**config.mk**
```make
export PLATFORM = sky130hd
export DESIGN_NAME = tuser_in_fsm
export DESIGN_NICKNAME = d
export VERILOG_FILES = /design/src/rtl/tuser_pkg.sv /design/src/rtl/tuser_len_chk.sv /design/src/rtl/tuser_in_fsm.sv
export SDC_FILE = /design/constraint.sdc
export NUM_CORES = 1
export LEC_CHECK = 0
export ABC_AREA = 0
export CAP_MARGIN = 25
export CELL_PAD_IN_SITES_DETAIL_PLACEMENT = 1
export CELL_PAD_IN_SITES_GLOBAL_PLACEMENT = 2
export CORE_UTILIZATION = 30
export CTS_BUF_LIST = sky130_fd_sc_hd__clkbuf_4 sky130_fd_sc_hd__clkbuf_8
export CTS_CLUSTER_DIAMETER = 30
export DETAILED_ROUTE_END_ITERATION = 16
export PLACE_DENSITY_LB_ADDON = 0.1
export RECOVER_POWER = 50
export SLEW_MARGIN = 30
export SYNTH_ARGS = -nofsm -noshare
export SYNTH_HDL_FRONTEND = slang
export SYNTH_HIERARCHICAL = 1
export SYNTH_SLANG_ARGS = --single-unit
export TNS_END_PERCENT = 1
```
**constraint.sdc**
```tcl
create_clock -name tin_aclk -period 3.9 [get_ports tin_aclk]
set_input_delay 0.39 -clock tin_aclk [delete_from_list [all_inputs] [get_ports tin_aclk]]
set_output_delay 0.39 -clock tin_aclk [all_outputs]
set_load 0.01 [all_outputs]
```
**src/rtl/tuser_pkg.sv**
```systemverilog
// Shared constants, FSM state encoding and the byte-to-beat helper for the
// ingress tuser capture block.
package tuser_pkg;

  localparam int TUSER_W    = 128;
  localparam int DATA_BYTES = 32;
  localparam int BEAT_W     = 12;
  localparam int CNT_W      = 32;
  localparam int LEN_LSB    = 0;
  localparam int LEN_MSB    = 15;
  localparam int LEN_W      = LEN_MSB - LEN_LSB + 1;

  typedef enum logic {
    WAIT_SOP = 1'b0,
    IN_PKT   = 1'b1
  } state_t;

  localparam logic [LEN_W:0] LEN_ONE = 1;

  // One extra bit of headroom so a 0xFFFF length cannot wrap before the shift.
  function automatic logic [LEN_W:0] bytes_to_beats(input logic [LEN_W-1:0] len,
                                                    input int unsigned  log2_bytes);
    logic [LEN_W:0] sum;
    sum = {1'b0, len} + (LEN_ONE << log2_bytes) - LEN_ONE;
    return sum >> log2_bytes;
  endfunction

endpackage

```
**src/rtl/tuser_len_chk.sv**
```systemverilog
// Per-packet beat counter and length check against the tuser length field;
// produces the packet counter, error pulse and error counter.
module tuser_len_chk #(
  parameter int DATA_BYTES = tuser_pkg::DATA_BYTES,
  parameter int BEAT_W     = tuser_pkg::BEAT_W,
  parameter int CNT_W      = tuser_pkg::CNT_W
) (
  input  logic                        clk,
  input  logic                        rst_n,
  input  logic                        sop,
  input  logic                        mid,
  input  logic                        eop,
  input  logic [tuser_pkg::LEN_W-1:0] len,
  output logic [CNT_W-1:0]            pkt_cnt,
  output logic                        len_err,
  output logic [CNT_W-1:0]            err_cnt
);
  import tuser_pkg::*;

  localparam int unsigned       LOG2_BYTES = $clog2(DATA_BYTES);
  localparam logic [BEAT_W-1:0] BEAT_MAX   = '1;
  localparam logic [BEAT_W:0]   ONE_BEAT   = 1;

  logic [BEAT_W-1:0] beat_cnt;
  logic [BEAT_W-1:0] next_cnt;
  logic [BEAT_W:0]   exp_beats;
  logic [BEAT_W:0]   new_exp;

  assign new_exp  = (BEAT_W+1)'(bytes_to_beats(len, LOG2_BYTES));
  assign next_cnt = (beat_cnt == BEAT_MAX) ? BEAT_MAX : beat_cnt + 1'b1;

  // A single-beat packet is checked against the length it carries on that same
  // beat, since exp_beats has not been loaded yet.
  always_ff @(posedge clk or negedge rst_n) begin
    if (!rst_n) begin
      beat_cnt  <= '0;
      exp_beats <= '0;
      pkt_cnt   <= '0;
      len_err   <= 1'b0;
      err_cnt   <= '0;
    end else begin
      len_err <= 1'b0;
      if (sop) begin
        exp_beats <= new_exp;
        beat_cnt  <= BEAT_W'(1);
        if (eop) begin
          pkt_cnt <= pkt_cnt + 1'b1;
          if (new_exp != ONE_BEAT) begin
            len_err <= 1'b1;
            err_cnt <= err_cnt + 1'b1;
          end
        end
      end else if (mid) begin
        beat_cnt <= next_cnt;
        if (eop) begin
          pkt_cnt <= pkt_cnt + 1'b1;
          if ({1'b0, next_cnt} != exp_beats) begin
            len_err <= 1'b1;
            err_cnt <= err_cnt + 1'b1;
          end
        end
      end
    end
  end

endmodule

```
**src/rtl/tuser_in_fsm.sv**
```systemverilog
// Ingress AXIS framing FSM: captures tuser on each SOP beat and presents it
// once as the SDNet input tuple; length checking lives in tuser_len_chk.
module tuser_in_fsm #(
  parameter int TUSER_W    = tuser_pkg::TUSER_W,
  parameter int DATA_BYTES = tuser_pkg::DATA_BYTES,
  parameter int BEAT_W     = tuser_pkg::BEAT_W,
  parameter int CNT_W      = tuser_pkg::CNT_W
) (
  input  logic               tin_aclk,
  input  logic               tin_arst,
  input  logic               tin_avalid,
  input  logic               tin_aready,
  input  logic               tin_tlast,
  input  logic [TUSER_W-1:0] tin_atuser,
  output logic               tin_valid,
  output logic [TUSER_W-1:0] tin_data,
  output logic [CNT_W-1:0]   tin_pkt_cnt,
  output logic               tin_len_err,
  output logic [CNT_W-1:0]   tin_err_cnt
);
  import tuser_pkg::*;

  state_t state;
  logic   beat;
  logic   sop;
  logic   mid;
  logic   eop;

  assign beat = tin_avalid & tin_aready;
  assign sop  = beat & (state == WAIT_SOP);
  assign mid  = beat & (state == IN_PKT);
  assign eop  = beat & tin_tlast;

  // tin_data is only ever loaded on an SOP beat, so it holds between packets.
  always_ff @(posedge tin_aclk or negedge tin_arst) begin
    if (!tin_arst) begin
      state     <= WAIT_SOP;
      tin_valid <= 1'b0;
      tin_data  <= '0;
    end else begin
      tin_valid <= 1'b0;
      case (state)
        WAIT_SOP: begin
          if (beat) begin
            tin_data  <= tin_atuser;
            tin_valid <= 1'b1;
            if (!tin_tlast) state <= IN_PKT;
          end
        end
        IN_PKT: begin
          if (beat && tin_tlast) state <= WAIT_SOP;
        end
        default: state <= WAIT_SOP;
      endcase
    end
  end

  tuser_len_chk #(
    .DATA_BYTES(DATA_BYTES),
    .BEAT_W    (BEAT_W),
    .CNT_W     (CNT_W)
  ) u_len_chk (
    .clk    (tin_aclk),
    .rst_n  (tin_arst),
    .sop    (sop),
    .mid    (mid),
    .eop    (eop),
    .len    (tin_atuser[LEN_MSB:LEN_LSB]),
    .pkt_cnt(tin_pkt_cnt),
    .len_err(tin_len_err),
    .err_cnt(tin_err_cnt)
  );

endmodule

```
* Word level (Yosys, flattened, before mapping)
Index checks and enable logic that the tools add are counted.
Cells by class: bitwise gates (word level) 5, muxes and demuxes 24, reductions and logical operators 5, equality and inequality tests 4, add/sub/neg operators 5
Operators with widths (count):
- $mux 32 | 9
- $add 32x1->32 const B | 2
- $mux 12 | 3
- $add 16x6->17 const B | 1
- $sub 17x1->17 const B | 1
- $add 12x1->12 const B | 1
- $eq 12x12->1 const B | 1
- $ne 12x1->1 const B | 1
- $ne 12x12->1 | 1
- $mux 1 | 11
- $and 1x1->1 | 4
- $reduce_and 4->1 | 1
- $reduce_bool 2->1 | 2
- $ne 2x1->1 const B | 1
- $pmux 1 s2 | 1
- $reduce_and 2->1 | 1
- $logic_and 1x1->1 | 1
- $not 1->1 | 1
Word-level totals: register bits after elaboration 219, word-level logic and storage cells 51, output and inout port bits 194, bits of input ports 133

* Depth between registers and ports, before layout
depth in word-level cells 7, gate-level depth with buffers 12

* Hierarchy
The synthesis kept the hierarchy.
By module, submodules not included:
- tuser_in_fsm | area an instance 4903.5 sq um, seq. area each 3253.1 sq um, times used 1, cells each 278
- tuser_len_chk | area an instance 4750.8 sq um, seq. area each 2227.1 sq um, times used 1, cells each 480

* Worst setup path before layout
No wires, ideal clock.
path type reg-to-reg, start register u_len_chk.beat_cnt[0], end register u_len_chk.err_cnt[19], cell stages (with the launch flop) 12, setup time 0.138 ns, path slack 0.927 ns, arrival 2.835 ns, clock period less this slack 2.973 ns, data required time 3.762 ns, buffers on the path 2, cell sequence dfrtp_1 -> ha_1 -> and4_1 -> buf_2 -> a21oi_2 -> a211oi_1 -> a311o_1 -> or4b_4 -> nor4b_4 -> buf_6 -> nor4_1 -> xor2_1
Between the ends: cells in the longest elaborated chain, start to end 5, elaborated cells between the ends (all ways) 6, those cells by class add/sub (1); eq/ne (2); mux (1); reduce/logical (2)
Ends and longest elaborated chain:
- start, declared | line tuser_len_chk.sv:24 | logic [BEAT_W-1:0] beat_cnt;
- start signal, assigned | line tuser_len_chk.sv:54 | beat_cnt <= next_cnt;
- $add 12x1->12 / $eq 12x12->1 (equally long branches) | line tuser_len_chk.sv:30 | assign next_cnt = (beat_cnt == BEAT_MAX) ? BEAT_MAX : beat_cnt + 1'b1;
- $mux 12 (*) | line tuser_len_chk.sv:30
- $ne 12x12->1 (*) | line tuser_len_chk.sv:57 | if ({1'b0, next_cnt} != exp_beats) begin
- $reduce_bool 2->1 (no line) (*)
- $reduce_and 4->1 (no line) (*)
- end signal, assigned | line tuser_len_chk.sv:50 | err_cnt <= err_cnt + 1'b1;
- end signal, assigned | line tuser_len_chk.sv:59 | err_cnt <= err_cnt + 1'b1;
- end, declared | line tuser_len_chk.sv:16 | output logic [CNT_W-1:0] err_cnt
Every way passes the cells marked *; elsewhere a longest branch is shown, timed or not. A chain may end at the register's enable or synchronous reset.

* Final worst setup path
start register u_len_chk.beat_cnt[0], end register u_len_chk.err_cnt[1]
Same word-level chain as after synthesis.

==> out/metrics.cfg <==
[detailed_routing]
ant_nets=0
firstDrtPassIters=4
routedWlPerCell_um=18.8
drc=0
highest_layer=met4
avgViaCountPerCell=4.74
dr_total_vias=7517
first_iter_violations=252
wl_met3_mm=1.61
wl_mm=29.8
dr_wl_met2_mm=15.2
wl_met1_mm=12.2

[worst_setup_path]
crit_start=u_len_chk/beat_cnt[0]
r2r-start=u_len_chk/beat_cnt[0]
start_kind=register
cp.required_ps=4370
endpoint_kind=register
worstSetupPathType=reg -> reg
crit_arrival_ps=3870
crit_path_max_fanout=31

[outcome]
violations=capacitance limit, slew limit
outcome=complete, but fails checks

[sta]
slew_headroom_pct=-47.7
slew_viol_final=86
holdWs_ps=397
tightest_slew_ps=2220
min_period_ps=3400
finalCritPeriodShare_pct=87.3
finalHoldViolations=0
fin_skew_ps=28.3
setup_viol=0
rsz0062_at_grt=no
setup_tns_ps=0
timing.fmax_mhz=294

[synthesis]
synthAdderAreaFrac_pct=0.492
synth_top_family_by_area=multiplexers
synth_async_sr_flop_share_pct=100
synth_flop_cell=dfrtp_1
synth_compound_area_share_pct=3.63
synthXorXnorAreaFrac_pct=7.08
synth_top_cell_area_share_pct=56.8
synth_nets=894
synth_cells=758
yosysWarnings=6
muxShareOfSynthArea_pct=15.8
syn_area_per_cell_um2=12.7
synth_edf_count=0
seq_area_frac_synth_pct=56.8
synth.top_cells.by_count=219 x dfrtp_1, 128 x mux2_2, 43 x xor2_1
syn_area_um2=9650
synthTopCellsByArea=dfrtp_1 57%, mux2_2 15%, xor2_1 3.9%, xnor2_1 3.2%, nand3_1 1.5%
synth_largest_area_cell=dfrtp_1
synth.most_common_cell=dfrtp_1
synth_simple_gate_area_share_pct=12.6
ys_types=57
synth-seq-cells=219

[clock_network]
cts_made_buffers=69
clk_pin_slew_ps=50
cts_setup_buffers=0
htreeDepth=3
clk_path_buf_depth=3
cts_sinks=219
cts_resized=0
ctsHoldBuffers=1
root_buffer=clkbuf_8
insertion_delay_ps=600
cts_tree=built

[place]
dp_hpwl_mm=21.2
numPortBuffers=326
place_congestion=0.776
placed_area_um2=13200
placedCellCount=1462

[finish]
multi_input_area_um2=3810
layout.area.seq_um2=5480
drive_above_1_share_pct=23.1
postLayoutCellArea_um2=14700
fin_cells=1585
syn2layout_area_growth_pct=52.4
nets=1268
nFillCells=3364

[power]
power.density_nw_per_um2=570
vdd_drop_max_mv=0.299
leakage_uw=0.00636
p_total_uw=8390

[global_routing]
grt_pass1_wl_mm=46.5
grt_remaining_overflow=0
grt_pass1_vias=7910
grtUsageTotal_pct=18.4
antenna_found_initial=1
grt_max_degree=86

[worst_hold_path]
hold_class=in -> reg
hold_path_startpoint=tin_atuser[85]

[floorplan]
coreArea_um2=31600
die_h_um=181
top_level_ports=327
start_util_pct=30.5
die_w_um=181
rows=65
die-area_um2=32900

[flow_run]
drv_cap=1

## power by group
group | leakage, µW | internal [µW] | switching, µW
Sequential | 0.00270 | 2710 | 256
Clock | 0.000794 | 2330 | 1260
Combinational | 0.00286 | 1110 | 727
## path summary, 6_finish.rpt
kind | slack [ps] | end | cells past startpoint
worst max-delay path | 500 | u_len_chk/err_cnt[1] | 10
worst min-delay path | 400 | tin_data[85] | 2
worst max register to register | 500 | u_len_chk/err_cnt[1] | 10
worst min register to register | 470 | u_len_chk/err_cnt[31] | 1
max in group asynchronous | 730 | tin_data[48] | 3
min in group asynchronous | 960 | u_len_chk/err_cnt[16] | 2
## worst max-delay path, cell delays in order, from the launching register on
cell and delay (ps):
dfrtp_1 430, ha_1 300, nand4_1 340, nor2_2 250, a211oi_1 100, a311o_1 330, or4b_4 500, nor4b_4 260
buf_4 370, nor2_2 100, mux2_4 310
## stage by stage
stage	util (%)	setup slack (ps)
CTS	46.6	476
detailed placement	41.8	473
floorplan	-	927
finish	46.5	496
global placement	41.8	490
global route	46.5	120
## sequential cells by signal (all words and copies together) (netlist names), named ones only
signal,count
tin_valid,1
u_len_chk/beat_cnt,12
u_len_chk/pkt_cnt,32
u_len_chk/len_err,1
u_len_chk/exp_beats,12
u_len_chk/err_cnt,32
tin_data,128
## cell usage in the layout (no fill, tap or decap), types with 4 or more instances in the layout
| cell type | Yosys | routed |
|---|---|---|
| clkdlybuf4s50_1 | 0 | 290 |
| dfrtp_1 | 219 | 219 |
| mux2_2 | 128 | 128 |
| clkbuf_8 | 5 | 85 |
| xor2_1 | 43 | 43 |
| nand2_1 | 38 | 38 |
| nor2_1 | 36 | 36 |
| dlygate4sd3_1 | 0 | 36 |
| xnor2_1 | 35 | 35 |
| nand3_1 | 29 | 29 |
| clkbuf_4 | 0 | 19 |
| nor4_1 | 19 | 19 |
| nand4_1 | 19 | 19 |
| nor3_1 | 19 | 19 |
| a21oi_1 | 18 | 18 |
| inv_1 | 13 | 13 |
| and4_1 | 13 | 13 |
| and3_1 | 10 | 10 |
| clkinv_2 | 0 | 9 |
| buf_4 | 3 | 9 |
| o21ai_0 | 9 | 9 |
| mux2i_1 | 7 | 7 |
| a211oi_1 | 6 | 6 |
| and2_1 | 6 | 4 |
| nand2b_1 | 4 | 4 |
| or3_1 | 4 | 4 |
## metal layers
metal / up-vias / GRT usage, %
met5: - / 0
met4: 0 / 7.02
met3: 61 / 5.62
met2: 225 / 31.3
met1: 3755 / 21.7
li1: 3476 / -
## kinds of logic (layout without fill, tap and decap cells)
family / count (synthesis) / in the layout
and+or+nand+nor: 217 / 217
AOI/OAI and AO/OA: 54 / 54
adders and majority gates: 4 / 4
buffers and inverters: 50 / 474
muxes: 136 / 136
other: 0 / 1
xor gates and xnor gates: 78 / 78
DFF: 219 / 219
## final cells by class
| cell class | count | area share, % |
|---|---|---|
| sequential | 219 | 37.3 |
| multi-input combinational | 489 | 25.9 |
| timing repair buffer | 340 | 22.9 |
| clock buffer | 103 | 8.87 |
| tap | 402 | 3.42 |
| clock inverter | 18 | 1.33 |
| inverter | 13 | 0.332 |
| antenna | 1 | 0.0170 |
Note: power is estimated with default switching activity, not from simulation.
